[config.mk]
export PLATFORM = sky130hd
export DESIGN_NAME = branch_resolver
export DESIGN_NICKNAME = d
export VERILOG_FILES = /design/src/rtl/branch_resolver.sv
export SDC_FILE = /design/constraint.sdc
export NUM_CORES = 1
export LEC_CHECK = 0
export CAP_MARGIN = 20
export CELL_PAD_IN_SITES_DETAIL_PLACEMENT = 1
export CELL_PAD_IN_SITES_GLOBAL_PLACEMENT = 2
export CORE_MARGIN = 5
export CORE_UTILIZATION = 32
export DETAILED_ROUTE_END_ITERATION = 7
export DONT_BUFFER_PORTS = 1
export PLACE_DENSITY_LB_ADDON = 0.1
export SLEW_MARGIN = 0
export SYNTH_ARGS = -nofsm -noshare
export SYNTH_HDL_FRONTEND = slang
export SYNTH_SLANG_ARGS = --single-unit
export TNS_END_PERCENT = 20
[constraint.sdc]
create_clock -name clock -period 3.3 [get_ports clock]
set_input_delay 0.33 -clock clock [delete_from_list [all_inputs] [get_ports clock]]
set_output_delay 0.33 -clock clock [all_outputs]
set_load 0.005 [all_outputs]
[src/rtl/branch_resolver.sv]
// branch_resolver: buffers completed branches, issues one oldest-first resolution per cycle and squashes on mispredict.
module branch_resolver #(
  parameter int B_MASK_WIDTH = 4,
  parameter int NUM_BR_FU    = 2,
  parameter int BUF_DEPTH    = 4
) (
  input  logic                                     clock,
  input  logic                                     reset,
  input  logic [NUM_BR_FU-1:0]                     ex_valid,
  input  logic [NUM_BR_FU-1:0][B_MASK_WIDTH-1:0]   ex_self_bit,
  input  logic [NUM_BR_FU-1:0][B_MASK_WIDTH-1:0]   ex_dep_mask,
  input  logic [NUM_BR_FU-1:0]                     ex_taken,
  input  logic [NUM_BR_FU-1:0][31:0]               ex_target,
  input  logic [NUM_BR_FU-1:0]                     ex_pred_taken,
  input  logic [NUM_BR_FU-1:0][31:0]               ex_pred_target,
  output logic                                     br_ready,
  output logic [B_MASK_WIDTH-1:0]                  b_mm_resolve,
  output logic                                     b_mm_mispred
);
  typedef logic [B_MASK_WIDTH-1:0] mask_t;
  logic [BUF_DEPTH-1:0] vld, vld_n, sel, mis_q, mis_n;
  mask_t self_q [BUF_DEPTH];
  mask_t dep_q  [BUF_DEPTH];
  mask_t self_n [BUF_DEPTH];
  mask_t dep_n  [BUF_DEPTH];
  mask_t pend, s_bit, sq, clr;
  logic s_mis, placed;
  logic [NUM_BR_FU-1:0] in_mis;
  int cnt;
  always_comb begin
    pend = '0;
    cnt = 0;
    for (int i = 0; i < BUF_DEPTH; i++) begin
      pend |= vld[i] ? self_q[i] : '0;
      cnt += vld[i] ? 1 : 0;
    end
    sel = '0;
    s_bit = '0;
    s_mis = 1'b0;
    for (int i = 0; i < BUF_DEPTH; i++)
      if (vld[i] && (dep_q[i] & pend) == '0 && sel == '0) begin
        sel[i] = 1'b1;
        s_bit = self_q[i];
        s_mis = mis_q[i];
      end
    // S is the branch issuing at this edge, C the one already on the outputs
    sq  = (s_mis ? s_bit : '0) | (b_mm_mispred ? b_mm_resolve : '0);
    clr = (s_mis ? '0 : s_bit) | (b_mm_mispred ? '0 : b_mm_resolve);
    for (int i = 0; i < BUF_DEPTH; i++) begin
      vld_n[i]  = vld[i] && !sel[i] && (dep_q[i] & sq) == '0;
      self_n[i] = self_q[i];
      dep_n[i]  = dep_q[i] & ~clr;
      mis_n[i]  = mis_q[i];
    end
    placed = 1'b0;
    for (int f = 0; f < NUM_BR_FU; f++) begin
      in_mis[f] = (ex_taken[f] != ex_pred_taken[f]) || (ex_taken[f] && ex_target[f] != ex_pred_target[f]);
      placed = 1'b0;
      if (ex_valid[f] && (ex_dep_mask[f] & sq) == '0)
        for (int j = 0; j < BUF_DEPTH; j++)
          if (!placed && !vld_n[j]) begin
            vld_n[j]  = 1'b1;
            self_n[j] = ex_self_bit[f];
            dep_n[j]  = ex_dep_mask[f] & ~clr;
            mis_n[j]  = in_mis[f];
            placed    = 1'b1;
          end
    end
  end
  assign br_ready = cnt + NUM_BR_FU <= BUF_DEPTH;
  always_ff @(posedge clock or posedge reset) begin
    if (reset) begin
      vld          <= '0;
      b_mm_resolve <= '0;
      b_mm_mispred <= 1'b0;
    end else begin
      vld          <= vld_n;
      b_mm_resolve <= s_bit;
      b_mm_mispred <= s_mis;
    end
  end
  always_ff @(posedge clock) begin
    self_q <= self_n;
    dep_q  <= dep_n;
    mis_q  <= mis_n;
  end
  a_mispred_needs_resolve: assert property (@(posedge clock) disable iff (reset) b_mm_mispred |-> b_mm_resolve != '0);
  for (genvar f = 0; f < NUM_BR_FU; f++) begin : g_chk
    a_ready:  assert property (@(posedge clock) disable iff (reset) ex_valid[f] |-> br_ready);
    a_onehot: assert property (@(posedge clock) disable iff (reset) ex_valid[f] |-> $onehot(ex_self_bit[f]));
    a_dup:    assert property (@(posedge clock) disable iff (reset) ex_valid[f] |-> (ex_self_bit[f] & pend) == '0);
    for (genvar j = f + 1; j < NUM_BR_FU; j++) begin : g_pair
      a_dup_in: assert property (@(posedge clock) disable iff (reset)
        (ex_valid[f] && ex_valid[j]) |-> (ex_self_bit[f] & ex_self_bit[j]) == '0);
    end
  end
endmodule

* Word-level counts from Yosys, hierarchy flattened
Index checks and enable logic that the tools add are counted.
** Cells by class
- Equal/unequal tests :: 4
- Reduce and logical (&&, ||, !) cells :: 55
- Mux-type cells :: 74
- Magnitude comparators :: 1
- Bitwise logic cells :: 23
- Add/subtract/negate cells :: 4
** Operators with widths (number)
- 4-bit 2-to-1 mux :: 32
- 4-bit AND :: 16
- 16-bit 2-to-1 mux :: 4
- 32-bit inequality test :: 2
- 4-bit logical NOT :: 10
- 1-bit 2-to-1 mux :: 38
- 1-bit logical AND :: 25
- 4-bit bitwise OR :: 5
- 1-bit logical NOT :: 16
- 4-bit by 2-bit adder with 5-bit output, second input constant :: 1
- 5-bit by 3-bit less-or-equal comparator with 1-bit output, second input constant :: 1
- 3-bit by 1-bit adder with 4-bit output :: 1
- 4-bit NOT :: 1
- 2-bit by 1-bit adder with 3-bit output :: 1
- 3-bit logical NOT :: 1
- 1-bit by 1-bit adder with 2-bit output :: 1
- 2-bit logical NOT :: 1
- 1-bit logical OR :: 2
- 1-bit inequality test :: 2
- 1-bit NOT :: 1
** Storage, ports and cells
- Register bits :: 45
- Bits of input ports :: 152
- Word-level logic and storage cells :: 173
- Output and inout port bits :: 6

* Depth between registers and ports, before layout
Gate-level depths: netlist of run 1.
- Word-level depth :: 50
- Mapped depth :: 16
- Depth with buffers taken out :: 12

* Worst setup path after synthesis of run 1
OpenSTA, ideal clock, no wires.
- Kind :: flip-flop to flip-flop
- From :: register vld[0]
- To :: register mis_q[2]
- Arrival :: 3307 ps
- Buffers on the path :: 3
- Slack :: -136 ps
- Library setup time :: 129 ps
- Cell stages (with the launch flop) :: 16
- Data required time :: 3171 ps
- Path through :: dfrtp_1 > buf_6 > a22o_2 > o21ai_1 > and4_4 > buf_6 > a211oi_2 > a221oi_4 > o2bb2ai_2 > a2111oi_4 > nand3_4 > nor3b_4 > buf_6 > mux2_1 > nand2_1 > o21ai_1
** Between the ends
- Cells in the longest elaborated chain, start to end :: 36
- Elaborated cells on any way between the ends :: 83
** Ends and longest elaborated chain
- start, declared :: RTL line 21 : logic [BUF_DEPTH-1:0] vld, vld_n, sel, mis_q, mis_n;
- start signal, assigned :: RTL line 77 : vld <= vld_n;
- 4-bit 2-to-1 mux :: RTL line 34 : pend |= vld[i] ? self_q[i] : '0;
- 4-bit bitwise OR (3 in a row) :: RTL line 34
- 4-bit AND :: RTL line 41 : if (vld[i] && (dep_q[i] & pend) == '0 && sel == '0) begin
- 4-bit logical NOT :: RTL line 41
- 1-bit logical AND :: RTL line 41
- 1-bit 2-to-1 mux :: RTL line 41
- 1-bit NOT :: RTL line 41
- 1-bit logical AND :: RTL line 41
- (+19 left out)
- 1-bit logical AND :: RTL line 61 : if (!placed && !vld_n[j]) begin
- 1-bit 2-to-1 mux :: RTL line 61
- 1-bit 2-to-1 mux / 4-bit 2-to-1 mux (equally long branches) :: RTL line 59 : if (ex_valid[f] && (ex_dep_mask[f] & sq) == '0)
- 1-bit logical NOT :: RTL line 61
- 1-bit logical AND :: RTL line 61
- 1-bit 2-to-1 mux :: RTL line 61
- 4-bit 2-to-1 mux (*) :: RTL line 59
- via mis_n[2] :: RTL line 21
- end signal, assigned :: RTL line 85 : mis_q <= mis_n;
- end, declared :: RTL line 21
Mark *: on every way through the listed nets, which the timed path passes. The rest lies on a longest branch. The select of a mux whose other input is x is not followed.

* Worst setup path in the final report of run 1
Same ends and word-level chain as after synthesis.

==> flow_summary_export.csv, run 1 <==
group,metric,value,unit
routing,drt_iter0_drc,181,
routing,drt_pre_antenna_iters,4,
synthesis,synthMuxAreaShare,7.40,%
synthesis,synthXorXnorAreaFrac,14.7,%
timing,worst_slew_pin_slew,502,ps
floorplan,row_count,40,
status,status,"finished, violations left",
synthesis,synth_simple_gate_area_share,21.0,%
synthesis,synth_cells,450,
floorplan,dieWidth,119,um
synthesis,synth-compound-area-share,26.8,%
timing,slew_headroom,66.2,%
timing,drv_slew,0,
placed_design,gp_congestion,1.00,
cells_and_area,diodes,0,
timing,whs,139,ps
routing,ant_nets,0,
routing,via_per_inst,5.78,
placed_design,dp_slack,-467,ps
cells_and_area,syn_to_final_growth,39.3,%
synthesis,synth_cell_types,72,
timing,final.min_clock_period,3570,ps
clocking,cts-root-buf,"clkbuf_16",
setup_path,cp_max_fo,8,
synthesis,synth_nets,605,
synthesis,ys.flop_type,"dfxtp_1",
synthesis,yosysSeqAreaShare,24.8,%
clocking,cts_tree,"yes",
floorplan,die_h,119,um
power_and_ir_drop,powerDensity,1190,nW/um^2
routing,wire_per_inst,24.3,um
floorplan,die_area,14200,um^2
synthesis,synth_fa_ha_area_share,1.18,%
timing,grt_setup_unrepaired,"yes",
setup_path,worst_ep_required_time,3470,ps
setup_path,setup.worst_path.start_class,"register",
global_routing,grt_pass1_vias,4478,
timing,worst_slack,-269,ps
global_routing,grtUsageTotal,23.5,%
status,violations,"negative setup slack",
placed_design,io_buffers,0,
synthesis,synth-seq-cells,45,
clocking,cts_buffers,5,
cells_and_area,drive_gt1_share,35.6,%
global_routing,grt_overflow,0,
placed_design,dpl-instance-area,4750,um^2
clocking,clk_latency,300,ps
clocking,clk_pin_slew,80,ps
timing,period_share,108,%
timing,hold_viol_final,0,
floorplan,start_util,32.2,%
timing,fmax,280,MHz
hold_path,worstHoldPathType,"input pin to register",
floorplan,fp.coreArea,11900,um^2
global_routing,grt_first_pass_wirelength,25700,um
synthesis,synthArstFlopShare,20.0,%
flow_run,drv_cap,0,
routing,drc,0,
global_routing,grt_max_degree,17,
floorplan,io_pins,158,
timing,setup_viol,29,
synthesis,synth.avg_cell_area,8.49,um^2
routing,drt-total-wl,17100,um
global_routing,antenna_found_initial,0,
synthesis,yosysWarnings,0,
clocking,htree_levels,2,
setup_path,crit_arrival,3740,ps
power_and_ir_drop,power,0.00630,W
synthesis,synth_area,3820,um^2
power_and_ir_drop,p_leak,2.07,nW
clocking,clock_sinks,45,
timing,finalClockSkew,8.67,ps
routing,via_count,4062,
clocking,clockBufferDepth,2,
synthesis,synth_edf_count,0,
setup_path,worstSetupPathType,"register to register",
cells_and_area,final_nets,710,
placed_design,place_hpwl,14500,um
synthesis,synth_top_family_by_area,"compound AO/OA/AOI/OAI gates",
power_and_ir_drop,ir_drop,0.328,mV
setup_path,end_kind,"register",
cells_and_area,final_area,5320,um^2
## registers in the layout (all words and copies together) (netlist names)
signal and count:
vld 4, self_q 16, b_mm_mispred 1, mis_q 4
b_mm_resolve 4, dep_q 16
## stage by stage
stage	util, %	TNS, ps	cells
final	44.8	-5130	703
after global routing	44.8	-11030	703
after CTS	43.7	-4760	702
after detailed placement	40.1	-8850	680
after global placement	40.1	-6110	680
after floorplan	-	-243	450
## power by group
group / switching [W] / internal [W] / leakage [nW]
clock: 0.000256 / 0.000334 / 0.0841
combinational: 0.00245 / 0.00215 / 1.58
sequential: 0.000305 / 0.000807 / 0.406
total: 0.00301 / 0.00329 / 2.07
## cell usage after synthesis (all sizes together) (2+ instances only)
| master | number | area (um^2) |
|---|---|---|
| a22oi | 4 | 30.0 |
| and2 | 5 | 35.0 |
| a2111oi | 2 | 42.5 |
| xnor2 | 24 | 210 |
| a32o | 3 | 30.0 |
| and3 | 4 | 25.0 |
| nand4 | 15 | 100 |
| nand3 | 9 | 57.6 |
| a222oi | 4 | 40.0 |
| and4 | 2 | 20.0 |
| o2bb2ai | 3 | 32.5 |
| buf | 13 | 106 |
| a21oi | 21 | 113 |
| o31ai | 4 | 43.8 |
| o21ai | 36 | 184 |
| nor2 | 44 | 180 |
| mux2 | 2 | 22.5 |
| xor2 | 40 | 350 |
| a41oi | 2 | 17.5 |
| dfxtp | 36 | 721 |
| mux2i | 26 | 260 |
| o22ai | 2 | 12.5 |
| nor2b | 6 | 37.5 |
| a221oi | 7 | 85.1 |
| nor3b | 3 | 33.8 |
| dfrtp | 9 | 225 |
| ha | 2 | 25.0 |
| nor4 | 13 | 96.3 |
| nor3 | 9 | 45.0 |
| nand2 | 33 | 129 |
| o211ai | 4 | 35.0 |
| a22o | 13 | 116 |
| a211oi | 22 | 180 |
| or3 | 2 | 12.5 |
| inv | 13 | 48.8 |
| nand2b | 2 | 12.5 |
## cells in the final DEF (no fill, tap or decap), types with 9 or more instances in the layout
cell	count
a211oi_1	17
a21oi_1	17
buf_4	95
buf_6	13
dfxtp_1	36
inv_1	12
mux2i_1	25
nand2_1	28
nand4_1	14
nor2_1	37
nor3_1	9
nor4_1	12
o21ai_0	18
o21ai_1	10
xnor2_1	24
xor2_1	40
## routing by layer
layer	track usage, %	part of all wire [%]	vias up
met5	0	0	-
met4	7.82	2.6	0
met3	4.27	5.3	26
met2	42.3	51	155
met1	28.1	41	1978
li1	-	-	1903
## layout make-up
class	count	area, um^2
Tap cell	147	184
Fill cell	1411	6540
Timing Repair Buffer	112	930
Clock inverter	2	20.0
Clock buffer	6	150
Inverter	13	48.8
Sequential cell	45	950
Multi-Input combinational cell	378	3040
## critical path: stages, from the launching register on
cell and delay (ps):
dfrtp_2 460, a22o_4 290, o21ai_2 130, and4_4 340, buf_12 130, a211oi_4 60
a221oi_4 310, o2bb2ai_4 140, a2111oi_4 480, nand3_4 190, nor3b_4 310, buf_6 190
mux2_4 310, nand2_2 50, o21ai_1 50
## kinds of logic after synthesis
logic type / count (synthesis)
buffers and inverters: 27
muxes: 28
DFF: 45
adders and majority gates: 3
and+or+nand+nor: 149
xor gates and xnor gates: 64
AOI/OAI and AO/OA: 134
## repair_timing
item                                    CTS  global route
hold endpoints to repair                  9             0
gates resized for setup                  35            29
endpoints found under the setup margin   36            38
pin swaps                                26             4
hold buffers                              1             0
setup buffers                            13             1
## path summary, 6_finish.rpt
kind / from / end / slack (ps) / cells after the start
max in group asynchronous: reset / vld[0] / 2520 / 2
setup / recovery: vld[0] / mis_q[2] / -270 / 14
hold reg to reg: dep_q[3] / dep_q[3] / 600 / 2
setup reg to reg: vld[0] / mis_q[2] / -270 / 14
min in group asynchronous: reset / b_mm_resolve[2] / 460 / 2
hold / removal: ex_self_bit[6] / self_q[10] / 140 / 2
(Power assumes the default switching activity.)
==> run 2: changes to the inputs <==
--- a/config.mk
+++ b/config.mk
@@ -8,7 +8,6 @@
 export CAP_MARGIN = 20
 export CELL_PAD_IN_SITES_DETAIL_PLACEMENT = 1
 export CELL_PAD_IN_SITES_GLOBAL_PLACEMENT = 2
-export CORE_MARGIN = 5
 export CORE_UTILIZATION = 32
 export DETAILED_ROUTE_END_ITERATION = 7
 export DONT_BUFFER_PORTS = 1
==> flow_summary_export.csv, run 2 (synthesized netlist as in run 1, its figures left out) <==
group,metric,value,unit
cells_and_area,utilization,47.8,%
power_and_ir_drop,ir_drop,0.363,mV
timing,finalClockSkew,8.27,ps
power_and_ir_drop,intPower,0.00347,W
cells_and_area,fillers,1363,
setup_path,r2r-end,"mis_q[2]",
clocking,cts_tree,"yes",
global_routing,busiest_layer,"met2",
routing,via_per_inst,5.94,
global_routing,met2_usage,50.5,%
routing,drt_iter0_drc,237,
clocking,clock_sinks,45,
floorplan,row_count,39,
power_and_ir_drop,p_comb_share,74.5,%
routing,via_count,4198,
cells_and_area,layout_common_cells,"buf_4 (98), xor2_1 (40), nor2_1 (38)",
timing,whs,138,ps
setup_path,end_kind,"register",
timing,tns,-8720,ps
floorplan,die_area,12400,um^2
placed_design,io_buffers,0,
timing,setup_viol,38,
routing,drt_pre_antenna_iters,7,
timing,fmax,275,MHz
hold_path,worstHoldPathType,"input pin to register",
timing,slew_headroom,65.1,%
power_and_ir_drop,p_clk_share,8.8,%
timing,worst_slack,-339,ps
cells_and_area,multiInputGateArea,3170,um^2
hold_path,whs_endpoint,"self_q[8]",
setup_path,critPathLaunch,"vld[2]",
clocking,cts_buffers,5,
floorplan,fp.coreArea,11500,um^2
global_routing,grtUsageTotal,27.7,%
global_routing,grt_max_degree,17,
setup_path,setup.worst_path.start_class,"register",
cells_and_area,drive_gt1_share,37.2,%
clocking,clk_pin_slew,70,ps
power_and_ir_drop,powerDensity,1220,nW/um^2
global_routing,grt_use_met3,3.55,%
global_routing,antenna_found_initial,0,
cells_and_area,syn_to_final_growth,44.3,%
placed_design,dpl-instance-area,4680,um^2
hold_path,hold_depth,2,
floorplan,dieWidth,111,um
power_and_ir_drop,p_seq_share,16.7,%
setup_path,worst_ep_required_time,3470,ps
placed_design,gp_congestion,0.885,
clocking,clk_latency,300,ps
setup_path,worstSetupPathType,"register to register",
setup_path,reg2reg_slack,-340,ps
clocking,cts-root-buf,"clkbuf_16",
setup_path,r2r_cells,14,
setup_path,cp_max_fo,6,
clocking,htree_levels,2,
cells_and_area,final_nets,718,
timing,drv_slew,0,
global_routing,grt_first_pass_wirelength,25800,um
global_routing,grt_pass1_vias,4399,
routing,wire_per_inst,24.7,um
global_routing,grt_overflow,0,
power_and_ir_drop,power.switching,0.00326,W
cells_and_area,diodes,0,
timing,hold_viol_final,0,
hold_path,holdCritStartpoint,"ex_self_bit[4]",
timing,grt_setup_unrepaired,"yes",
cells_and_area,final_area,5510,um^2
timing,period_share,110,%
status,status,"finished, violations left",
global_routing,met1_usage,33.6,%
setup_path,r2r-start,"vld[2]",
placed_design,dp_slack,-482,ps
timing,final.min_clock_period,3640,ps
flow_run,drv_cap,0,
clocking,clockBufferDepth,2,
cells_and_area,reg.largest.list,"dep_q (16), self_q (16)",
floorplan,io_pins,158,
cells_and_area,regArea,951,um^2
floorplan,die_h,111,um
routing,drc,6,
placed_design,place_hpwl,14200,um
power_and_ir_drop,p_leak,2.12,nW
status,violations,"design-rule violations, negative setup slack",
floorplan,start_util,33.2,%
timing,worst_slew_pin_slew,518,ps
power_and_ir_drop,netSwitchingFraction,48.4,%
cells_and_area,final_common_cell,"buf_4",
routing,drt-total-wl,17500,um
routing,ant_nets,0,
setup_path,crit_arrival,3810,ps
==> run 2: cell count changes in the layout (fill, tap and decap cells not counted), sizes merged <==
cell  change
and4      +1
nor2      +1
buf       +6
==> run 2: worst max path at each step <==
stage | to | slack [ps]
floorplan | mis_q[2] | -60
global placement | dep_q[1] | -350
detailed placement | mis_q[1] | -480
CTS | dep_q[3] | -190
global route | mis_q[2] | -500
finish | mis_q[2] | -340
==> run 2: critical path, cell delays in order, from the launching register on <==
cell and delay, ps:
dfrtp_2 450, a22o_1 290, o21ai_0 220, and4_4 340, nand2_4 100, o22ai_4 260, buf_4 180, o32ai_4 100
a2111oi_4 470, nand3_4 190, nor3b_4 340, buf_6 160, mux2_4 300, nand2_2 50, o21ai_1 50
==> run 2: metal layers <==
layer  part of all wire (%)  wire length [um]  vias up
li1                       -                 -     1913
met1                     43              7490     2115
met2                     51              8920      148
met3                    3.6               625       22
met4                    2.6               447        0
met5                      0                 0        -
==> run 2: repair_timing <==
action,4_1_cts,5_1_grt
endpoints found under the hold margin,9,0
endpoints found under the setup margin,39,39
hold buffers,1,0
pin swaps,27,25
resized for setup,39,47
buffers inserted,16,13
gates cloned,2,0
==> run 2: area by class of cell <==
type | instances | share of cell area (%)
inverter | 13 | 0.886
timing repair buffer | 118 | 18.1
tap | 143 | 3.25
sequential | 45 | 17.3
multi-input combinational | 380 | 57.5
clock buffer | 6 | 2.72
clock inverter | 2 | 0.363
==> run 2: power groups by stage <==
stage          clock network (W)  registers, W  logic, W
5_1_grt                 0.000616       0.00114   0.00531
6_report                0.000589       0.00113   0.00501
2_1_floorplan                  0       0.00104   0.00223
4_1_cts                 0.000596       0.00110   0.00444
3_3_place_gp                   0       0.00109   0.00380
3_5_place_dp                   0       0.00110   0.00386
==> run 2: per-stage QoR <==
stage | instances | power [W]
detailed placement | 667 | 0.00496
finish | 707 | 0.00673
global placement | 667 | 0.00489
CTS | 694 | 0.00613
global route | 707 | 0.00707
floorplan | 450 | 0.00327
